$ cat config.mk
export PLATFORM = sky130hd
export DESIGN_NAME = snn_layer_core
export DESIGN_NICKNAME = d
export VERILOG_FILES = /design/src/rtl/snn_pkg.sv /design/src/rtl/snn_shift_syn.sv /design/src/rtl/snn_layer_core.sv
export SDC_FILE = /design/constraint.sdc
export NUM_CORES = 1
export LEC_CHECK = 0
export CAP_MARGIN = 20
export CORE_MARGIN = 2
export CORE_UTILIZATION = 60
export DETAILED_ROUTE_END_ITERATION = 6
export DONT_BUFFER_PORTS = 1
export PLACE_DENSITY = 0.83
export SETUP_SLACK_MARGIN = 0.3
export SYNTH_ARGS = -nofsm -noshare
export SYNTH_HDL_FRONTEND = slang
export SYNTH_SLANG_ARGS = --single-unit
export TNS_END_PERCENT = 20
$ cat constraint.sdc
create_clock -name clk -period 5.61 [get_ports clk]
set_input_delay 0.561 -clock clk [delete_from_list [all_inputs] [get_ports clk]]
set_output_delay 0.561 -clock clk [all_outputs]
set_load 0.05 [all_outputs]
$ cat src/rtl/snn_pkg.sv
// Shared encodings and saturating arithmetic helpers for the spiking layer.
package snn_pkg;

   localparam logic [2:0] S_IDLE  = 3'd0;
   localparam logic [2:0] S_ACCUM = 3'd1;
   localparam logic [2:0] S_FIRE  = 3'd2;
   localparam logic [2:0] S_LEARN = 3'd3;
   localparam logic [2:0] S_DONE  = 3'd4;

   localparam logic [1:0] REW_POS  = 2'b01;
   localparam logic [1:0] REW_NEG  = 2'b11;
   localparam logic [1:0] REW_ZERO = 2'b00;

   function automatic int sat_add_u(input int a, input int b, input int max_v);
      return (a + b > max_v) ? max_v : a + b;
   endfunction

   function automatic int sat_step(input int w, input int step, input int min_v, input int max_v);
      int r;
      r = w + step;
      if (r > max_v) r = max_v;
      else if (r < min_v) r = min_v;
      return r;
   endfunction

   // Hebbian step: only active presynaptic inputs move; 2'b10 decodes as zero reward.
   function automatic int rew_delta(input logic [1:0] rew, input logic pre, input logic post);
      if (!pre) return 0;
      if (rew == REW_POS) return post ? 1 : -1;
      if (rew == REW_NEG) return post ? -1 : 0;
      return 0;
   endfunction

endpackage

$ cat src/rtl/snn_shift_syn.sv
// One synapse: signed shift of an input value, saturating-added into an accumulator.
module snn_shift_syn
   import snn_pkg::*;
#(
   parameter int DATA_W = 4,
   parameter int WSH_W  = 5,
   parameter int ACC_W  = 8
) (
   input  logic [DATA_W-1:0] x_i,
   input  logic [WSH_W-1:0]  w_i,
   input  logic [ACC_W-1:0]  acc_i,
   output logic [ACC_W-1:0]  acc_o
);

   // Wide enough that the largest left shift loses no bits, so overflow is just the upper slice.
   localparam int WIDE_W = ACC_W + (1 << (WSH_W - 1));

   logic [WIDE_W-1:0] wide;
   logic [WSH_W-1:0]  rsh;
   logic [ACC_W-1:0]  term;
   logic              ovf;

   assign wide = WIDE_W'(x_i) << w_i[WSH_W-2:0];
   assign rsh  = -w_i;

   always_comb begin
      term = '0;
      ovf  = 1'b0;
      if (w_i[WSH_W-1]) begin
         term = ACC_W'(x_i) >> rsh;
      end else begin
         term = wide[ACC_W-1:0];
         ovf  = |wide[WIDE_W-1:ACC_W];
      end
   end

   assign acc_o = ovf ? '1 : ACC_W'(sat_add_u(int'(acc_i), int'(term), (1 << ACC_W) - 1));

endmodule

$ cat src/rtl/snn_layer_core.sv
// Leaky integrate-and-fire layer with shift weights and reward-modulated Hebbian learning.
module snn_layer_core
   import snn_pkg::*;
#(
   parameter int N_IN    = 4,
   parameter int N_OUT   = 4,
   parameter int DATA_W  = 4,
   parameter int WSH_W   = 5,
   parameter int ACC_W   = 8,
   parameter int THRESH  = 1,
   parameter int LEAK_SH = 1
) (
   input  logic                          clk,
   input  logic                          rst,
   input  logic                          in_valid,
   output logic                          in_ready,
   input  logic [N_IN*DATA_W-1:0]        in_data,
   input  logic [1:0]                    in_reward,
   input  logic                          learn_en,
   output logic                          out_valid,
   input  logic                          out_ready,
   output logic [N_OUT-1:0]              spike,
   output logic [N_OUT*ACC_W-1:0]        v_out,
   input  logic [$clog2(N_IN*N_OUT)-1:0] w_rd_addr,
   output logic [WSH_W-1:0]              w_rd_data
);

   localparam int N_SYN   = N_IN * N_OUT;
   localparam int AW      = $clog2(N_SYN);
   localparam int IDX_W   = (N_IN > 1) ? $clog2(N_IN) : 1;
   localparam int ACC_MAX = (1 << ACC_W) - 1;
   localparam int W_MAX   = (1 << (WSH_W - 1)) - 1;
   localparam int W_MIN   = -(1 << (WSH_W - 1));

   logic [2:0]                    state_q, state_d;
   logic [IDX_W-1:0]              idx_q, idx_d;
   logic [N_IN-1:0][DATA_W-1:0]   x_q, x_d;
   logic [1:0]                    reward_q, reward_d;
   logic                          learn_q, learn_d;
   logic [N_OUT-1:0][ACC_W-1:0]   acc_q, acc_d, acc_nxt;
   logic [N_OUT-1:0][ACC_W-1:0]   v_q, v_d, v_fire;
   logic [N_OUT-1:0]              spike_q, spike_d;
   logic [N_SYN-1:0][WSH_W-1:0]   w_q, w_d, w_lrn;
   logic [DATA_W-1:0]             x_sel;
   logic [N_OUT-1:0][WSH_W-1:0]   w_sel;

   assign x_sel = x_q[idx_q];

   for (genvar j = 0; j < N_OUT; j++) begin : g_neu
      assign w_sel[j] = w_q[AW'(int'(idx_q) * N_OUT + j)];

      snn_shift_syn #(
         .DATA_W (DATA_W),
         .WSH_W  (WSH_W),
         .ACC_W  (ACC_W)
      ) u_syn (
         .x_i   (x_sel),
         .w_i   (w_sel[j]),
         .acc_i (acc_q[j]),
         .acc_o (acc_nxt[j])
      );

      // Leak is taken from the stored potential, then the sample's drive is added.
      assign v_fire[j] = ACC_W'(sat_add_u(int'(v_q[j] - (v_q[j] >> LEAK_SH)),
                                          int'(acc_q[j]), ACC_MAX));
   end

   for (genvar i = 0; i < N_IN; i++) begin : g_lrn_i
      for (genvar j = 0; j < N_OUT; j++) begin : g_lrn_j
         assign w_lrn[i*N_OUT+j] = WSH_W'(sat_step(int'($signed(w_q[i*N_OUT+j])),
                                                   rew_delta(reward_q, |x_q[i], spike_q[j]),
                                                   W_MIN, W_MAX));
      end
   end

   always_comb begin
      state_d  = state_q;
      idx_d    = idx_q;
      x_d      = x_q;
      reward_d = reward_q;
      learn_d  = learn_q;
      acc_d    = acc_q;
      v_d      = v_q;
      spike_d  = spike_q;
      w_d      = w_q;
      case (state_q)
         S_IDLE: begin
            if (in_valid) begin
               x_d      = in_data;
               reward_d = in_reward;
               learn_d  = learn_en;
               idx_d    = '0;
               acc_d    = '0;
               state_d  = S_ACCUM;
            end
         end
         S_ACCUM: begin
            acc_d = acc_nxt;
            idx_d = idx_q + 1'b1;
            if (int'(idx_q) == N_IN - 1) begin
               idx_d   = '0;
               state_d = S_FIRE;
            end
         end
         S_FIRE: begin
            for (int j = 0; j < N_OUT; j++) begin
               spike_d[j] = int'(v_fire[j]) > THRESH;
               v_d[j]     = (int'(v_fire[j]) > THRESH) ? '0 : v_fire[j];
            end
            state_d = S_LEARN;
         end
         S_LEARN: begin
            if (learn_q) w_d = w_lrn;
            state_d = S_DONE;
         end
         S_DONE: begin
            if (out_ready) state_d = S_IDLE;
         end
         default: state_d = S_IDLE;
      endcase
   end

   always_ff @(posedge clk) begin
      if (rst) begin
         state_q  <= S_IDLE;
         idx_q    <= '0;
         x_q      <= '0;
         reward_q <= REW_ZERO;
         learn_q  <= 1'b0;
         acc_q    <= '0;
         v_q      <= '0;
         spike_q  <= '0;
         w_q      <= '0;
      end else begin
         state_q  <= state_d;
         idx_q    <= idx_d;
         x_q      <= x_d;
         reward_q <= reward_d;
         learn_q  <= learn_d;
         acc_q    <= acc_d;
         v_q      <= v_d;
         spike_q  <= spike_d;
         w_q      <= w_d;
      end
   end

   assign in_ready  = (state_q == S_IDLE);
   assign out_valid = (state_q == S_DONE);
   assign spike     = spike_q;
   assign v_out     = v_q;
   assign w_rd_data = (int'(w_rd_addr) < N_SYN) ? w_q[w_rd_addr] : '0;

endmodule

Word level (Yosys, flattened, before mapping). Cells that the tools add are included.

Flip-flop bits (word level): 172. Bits in latches: 0. Bits in writable memories: 0. Bits in read-only memories: 0. Input bits: 27. Output and inout port bits: 43. Word-level logic and storage cells: 310. Memories kept: 0.

Add/subtract/negate cells: 36. Multiply operators: 0. Divide/modulo/power cells: 0. Magnitude comparators: 50. Eq/ne operators: 10. Shift-type cells: 8. Multiplexer cells: 159. Bitwise gates (word level): 0. Reductions and logical operators: 14.

Operator list (count): $mux 32 (65); $add 5x32->32 (16); $gt 32x5->1 const B (16); $lt 32x5->1 const B (16); $mux 5 (41); $mux 8 (20); $shl 4x4->24 (4); $bmux 5 s4 (4); $pmux 32 s2 (1); $reduce_or 16->1 (4); $add 9x9->10 (4); $gt 10x9->1 const B (4); $add 8x8->9 (4); $gt 9x8->1 const B (4); $sub 8x7->9 (4); $gt 8x1->1 const B (4); $shr 4x5->8 (4); $lt 4x6->1 const B (4); $neg 5->5 (4); $mux 1 (18); $reduce_or 4->1 (4); $pmux 3 s5 (1); $bmux 5 s2 (1); $mux 3 (3); 20 further kinds (27).

Longest topological paths before layout.
Depth after elaboration: 12. Depth in mapped cells: 23. Mapped depth without buffers: 20.

Modules after synthesis. A second synthesis with hierarchy kept.

Cell total of the unflattened synthesis: 2619. Area, all modules: 23262.3 um^2.

Modules (own cells, without submodules): snn_layer_core (instances 1, cells an instance 2197, area each 20050.5 um^2, seq. area each 3443.3 um^2); snn_shift_syn (g_neu[0].u_syn ...) (instances 2, cells an instance 106, area each 809.5 um^2, seq. area each 0.0 um^2); snn_shift_syn (g_neu[2].u_syn) (instances 1, cells an instance 104, area each 802.0 um^2, seq. area each 0.0 um^2); snn_shift_syn (g_neu[3].u_syn) (instances 1, cells an instance 106, area each 790.8 um^2, seq. area each 0.0 um^2).

Least setup slack after synthesis. No wires, ideal clock.

Kind: flip-flop to flip-flop. Start point: reg spike_q[1], in the netlist spike[1]. End point: reg w_q[25] (netlist name). Library setup time: 0.086 ns. Arrival: 5.695 ns. Data required time: 5.524 ns. Setup slack: -0.170 ns. Stages on the path, launching flop included: 19. Path buffers: 0. Clock period less this slack: 5.780 ns. Cells stage by stage: dfxtp_1 -> xnor2_1 -> nand2_1 -> nor2_1 -> ha_1 -> a21o_1 -> a21o_1 -> a21oi_1 -> nor2b_1 -> nor2_1 -> inv_1 -> fa_1 -> inv_1 -> fa_1 -> nor4b_1 -> nand4_1 -> o41ai_1 -> nand2_1 -> a211oi_1.

Cells in the longest elaborated chain, start to end: 10. Elaborated cells on any way between the ends: 12. Classes of those cells: 1 x add/sub; 2 x order compare; 9 x mux.

Ends and longest elaborated chain: start: declaration (line snn_layer_core.sv:42) `logic [N_OUT-1:0] spike_q, spike_d;`; start signal: assignment (line snn_layer_core.sv:142) `spike_q <= spike_d;`; $mux 32 (2 in series) (line snn_pkg.sv:29) `if (rew == REW_POS) return post ? 1 : -1;`; $mux 32 (line snn_pkg.sv:30) `if (rew == REW_NEG) return post ? -1 : 0;`; $mux 32 (line snn_pkg.sv:31) `return 0;`; $mux 32 * (line snn_pkg.sv:30); $mux 32 * (line snn_pkg.sv:29); $add 5x32->32 * (line snn_pkg.sv:20) `r = w + step;`; $lt 32x5->1 (line snn_pkg.sv:22) `else if (r < min_v) r = min_v;`; $mux 5 (line snn_pkg.sv:22); $mux 5 * (line snn_pkg.sv:21) `if (r > max_v) r = max_v;`; end signal: assignment (line snn_layer_core.sv:143) `w_q <= w_d;`; end: declaration (line snn_layer_core.sv:43) `logic [N_SYN-1:0][WSH_W-1:0] w_q, w_d, w_lrn;`.

Every way passes the cells marked *; elsewhere a longest branch is shown, timed or not. A chain may end at the register's enable or synchronous reset.

Final worst setup path.
Start point: reg reward_q[1]. End point: reg w_q[3] (netlist name).

Cells in the longest elaborated chain, start to end: 11. Elaborated cells on any way between the ends: 17. Classes of those cells: 1 x add/sub; 2 x order compare; 2 x eq/ne; 12 x mux.

Ends and longest elaborated chain: start: declaration (line snn_layer_core.sv:38) `logic [1:0] reward_q, reward_d;`; start signal: assignment (line snn_layer_core.sv:138) `reward_q <= reward_d;`; $eq 2x2->1 (line snn_pkg.sv:30); $mux 1 (2 in series) (line snn_pkg.sv:30); $mux 1 (line snn_pkg.sv:29); $mux 32 (line snn_pkg.sv:31); $mux 32 * (line snn_pkg.sv:30); $mux 32 * (line snn_pkg.sv:29); $add 5x32->32 * (line snn_pkg.sv:20); $lt 32x5->1 (line snn_pkg.sv:22); $mux 5 (line snn_pkg.sv:22); $mux 5 * (line snn_pkg.sv:21).

Every way passes the cells marked *; elsewhere a longest branch is shown, timed or not. The select of a mux whose other input is x is not followed.

==> results.toml <==
[clock_tree]
cts_hold_buf = 0
ctsRootBufferMaster = "clkbuf_16"
h-tree-depth = 4
clk_path_buf_depth = 2
clock_latency_ns = 0.44
path_clk_slew_ns = 0.08
cts_buffers = 17
clkSinkCount = 172
postCtsSetupBuffers = 0
post_cts_resized = 0
cts_tree = "done"

[routing]
drc_errors = 7
ant_nets = 0
firstDrtPassIters = 7
drt_iter0_markers = 1416
drt_wl_total_mm = 53.29
vias = 18650
wl_per_cell_um = 18.06
vias_per_cell = 6.323

[logic_synthesis]
ys_top_cells_by_area = "fa_1 (23%), dfxtp_1 (16%), ha_1 (11%), a21oi_1 (5.8%), mux4_2 (5.0%)"
yosysMostFrequentCell = "a21oi_1"
syn-num-nets = 2943
synth-edff-count = 0
avgSynthCellArea_um2 = 8.921
ys.flop_type = "dfxtp_1"
synth_top_area_cell = "fa_1"
syn-instance-count = 2469
ys_ff_latch = 172
synth_cell_type_count = 72
synth-seq-area-share_pct = 15.63
synthTopCellsByCount = "a21oi_1 (255), fa_1 (254), nor2_1 (235)"
synth_top_area_share_pct = 23.09
yosys_warnings = 0
async_flop_share_pct = 0
netlist_area_mm2 = 0.02203

[critical_path]
rrSetupSlack_ns = 0.44
cp-end-kind = "flop"
path_buf_inv = 3
crit_family = "compound AO/OA/AOI/OAI gates"
crit_chain = "inv_1 -> o21ai_1 -> nor2_1 -> ha_1 -> fa_1 -> a21o_1 -> a21o_1 -> a21oi_1 -> inv_1 -> fa_1 -> inv_1 -> fa_1 -> nor4b_1 -> nand4_1 -> o41ai_1 -> nand2_1 -> a211oi_1"
critPathMaxStageDelay_ns = 0.59
timing.rr.start = "reward_q[1]$_SDFFE_PP0P_"
rr_worst_depth = 17
critPathSlowestCell = "o41ai_1"
critPathKind = "reg2reg"
critPathLaunchType = "flop"
r2r_end = "w_q[3]$_SDFFE_PP0P_"
path_max_fanout = 6
path_depth = 17
critPathLaunch = "reward_q[1]$_SDFFE_PP0P_"
critPathArrivalTime_ns = 5.51
required_ns = 5.95

[power_and_ir_drop]
clkPwrFrac_pct = 38.9
switching_share_pct = 31.19
p_comb_share_pct = 21.9
powerDensity_mw_per_mm2 = 140.5
power.switching_mw = 1.028
pwr-share-seq_pct = 39.2
power_mw = 3.295
internal_power_mw = 2.267
peakVddDrop_mv = 0.1532
p_leak_nw = 10.50

[finish]
diodes = 0
area_growth_syn_to_layout_pct = 6.459
nets = 2943
drive_above_1_share_pct = 7.413
fin_area_mm2 = 0.02345
final_core_utilization_pct = 64.51

[floorplan]
initial_core_util_pct = 60.60
die_area_mm2 = 0.03826
rows = 70
core-area_mm2 = 0.03635
die_h_um = 195.6
io_pins = 70
die_x_um = 195.6

[timing]
skew_ns = 0.01199
min_period_ns = 5.171
setup_viol = 0
worst_pin_slew_ns = 1.022
drv_slew = 0
slew_headroom_pct = 31.51
max_freq_ghz = 0.1934
finalWorstSetupSlack_ns = 0.4395
rsz0062_at_grt = "true"
hold_viol = 0
fin_crit_sh_pct = 92.17

[grt]
overflow = 0
grt_max_degree = 140
globalRouteMet2Util_pct = 48.64
grt-busiest-layer = "met2"
met3_usage_pct = 4.905
grt_use_total_pct = 28.48
grt_pass1_vias = 18580
grt_pass1_wl_mm = 89.87
met1_usage_pct = 35.72
grt_antenna_before_repair = 0

[status]
status = "complete, but fails checks"
violations = "design-rule violations"

[hold_path]
min_to = "v_out[2]$_SDFFE_PP0N_"
hold_class = "in2reg"
worstHoldStart = "rst"
min_path_cells = 1

[placement]
hpwl_mm = 41.18
port_buffers = 0
place_area_mm2 = 0.02280
dp_slack_ns = 0.5018
gp_congestion = 0.9503

[flow_run]
maxCapViolations = 0
==> logic make-up after synthesis <==
kind of cell | Yosys count | synth area share (%)
AOI/OAI and AO/OA | 640 | 18.52
DFF | 172 | 15.63
and+or+nand+nor | 756 | 17.08
muxes | 60 | 5.527
adders and majority gates | 447 | 34.05
buffers and inverters | 293 | 5.175
xor gates and xnor gates | 101 | 4.016
==> cell type report <==
class                      count  area (um^2)
timing repair buffer          58        469.2
tap                          468        585.6
clock buffer                  19        432.9
multi-input combinational   2004        17530
inverter                     216        810.8
clock inverter                13        177.7
fill                        2860        12900
sequential                   172         3446
==> metal layers <==
| layer | up-vias | wire [um] |
|---|---|---|
| met2 | 660 | 25960 |
| met5 | - | 0 |
| met4 | 0 | 2201 |
| li1 | 8737 | - |
| met3 | 170 | 3710 |
| met1 | 9086 | 21420 |
==> layout by cell type (no fill, tap or decap), types with 11 or more instances in the layout <==
cell and count:
nor2_1 220, inv_1 214, a211oi_1 63, nand4b_1 22
o41ai_1 16, mux4_2 49, o21ai_0 85, fa_1 254
nor4_1 44, o21bai_1 11, nand4_1 48, a211o_1 16
clkbuf_16 18, o22ai_1 11, xnor2_1 43, ha_1 193
a41oi_1 12, a31oi_1 15, a21o_1 90, nand2b_1 18
xor2_1 58, nor2b_1 60, dfxtp_1 170, nand2_1 186
nor3_1 64, buf_4 55, nor4b_1 18, a21oi_1 255
nand3_1 15, nor2_2 14
==> per-stage QoR <==
stage | setup TNS [ns] | instances | hold WS, ns
after floorplan | -3.715 | 2469 | 0.4363
after global placement | 0 | 2916 | 0.4429
after detailed placement | 0 | 2917 | 0.4556
after CTS | 0 | 2949 | 0.1811
after global routing | 0 | 2950 | 0.1767
final | 0 | 2950 | 0.1957
==> power by group through the flow <==
stage	logic (mW)	clock network [mW]	registers (mW)
floorplan	0.569	0	1.30
global placement	0.673	0	1.32
detailed placement	0.704	0	1.32
CTS	0.711	1.28	1.29
global route	0.806	1.33	1.30
finish	0.723	1.28	1.29
==> worst register-to-register path: stages (launching register included) <==
cell and delay, ns:
dfxtp_1 0.54, inv_1 0.19, o21ai_1 0.40, nor2_1 0.11
ha_1 0.23, fa_1 0.41, a21o_1 0.20, a21o_1 0.23
a21oi_1 0.25, inv_1 0.09, fa_1 0.36, inv_1 0.07
fa_1 0.42, nor4b_1 0.33, nand4_1 0.17, o41ai_1 0.59
nand2_1 0.17, a211oi_1 0.30
==> worst max-delay path by stage <==
stage                                         to  slack [ns]
after global routing      acc_q[27]$_SDFFE_PP0P_        0.23
after CTS                    w_q[3]$_SDFFE_PP0P_        0.41
after global placement       w_q[9]$_SDFFE_PP0P_        0.78
after floorplan             w_q[49]$_SDFFE_PP0P_       -0.15
after detailed placement     w_q[3]$_SDFFE_PP0P_        0.50
final                        w_q[3]$_SDFFE_PP0P_        0.44
==> flip-flops by register name, summed over array words and instances, names as in the netlist <==
name,cells
v_out,32
reward_q,2
learn_q,1
idx_q,2
spike,4
x_q,16
state_q,3
acc_q,32
w_q,80
No activity file was read; power rests on OpenSTA's default activity.
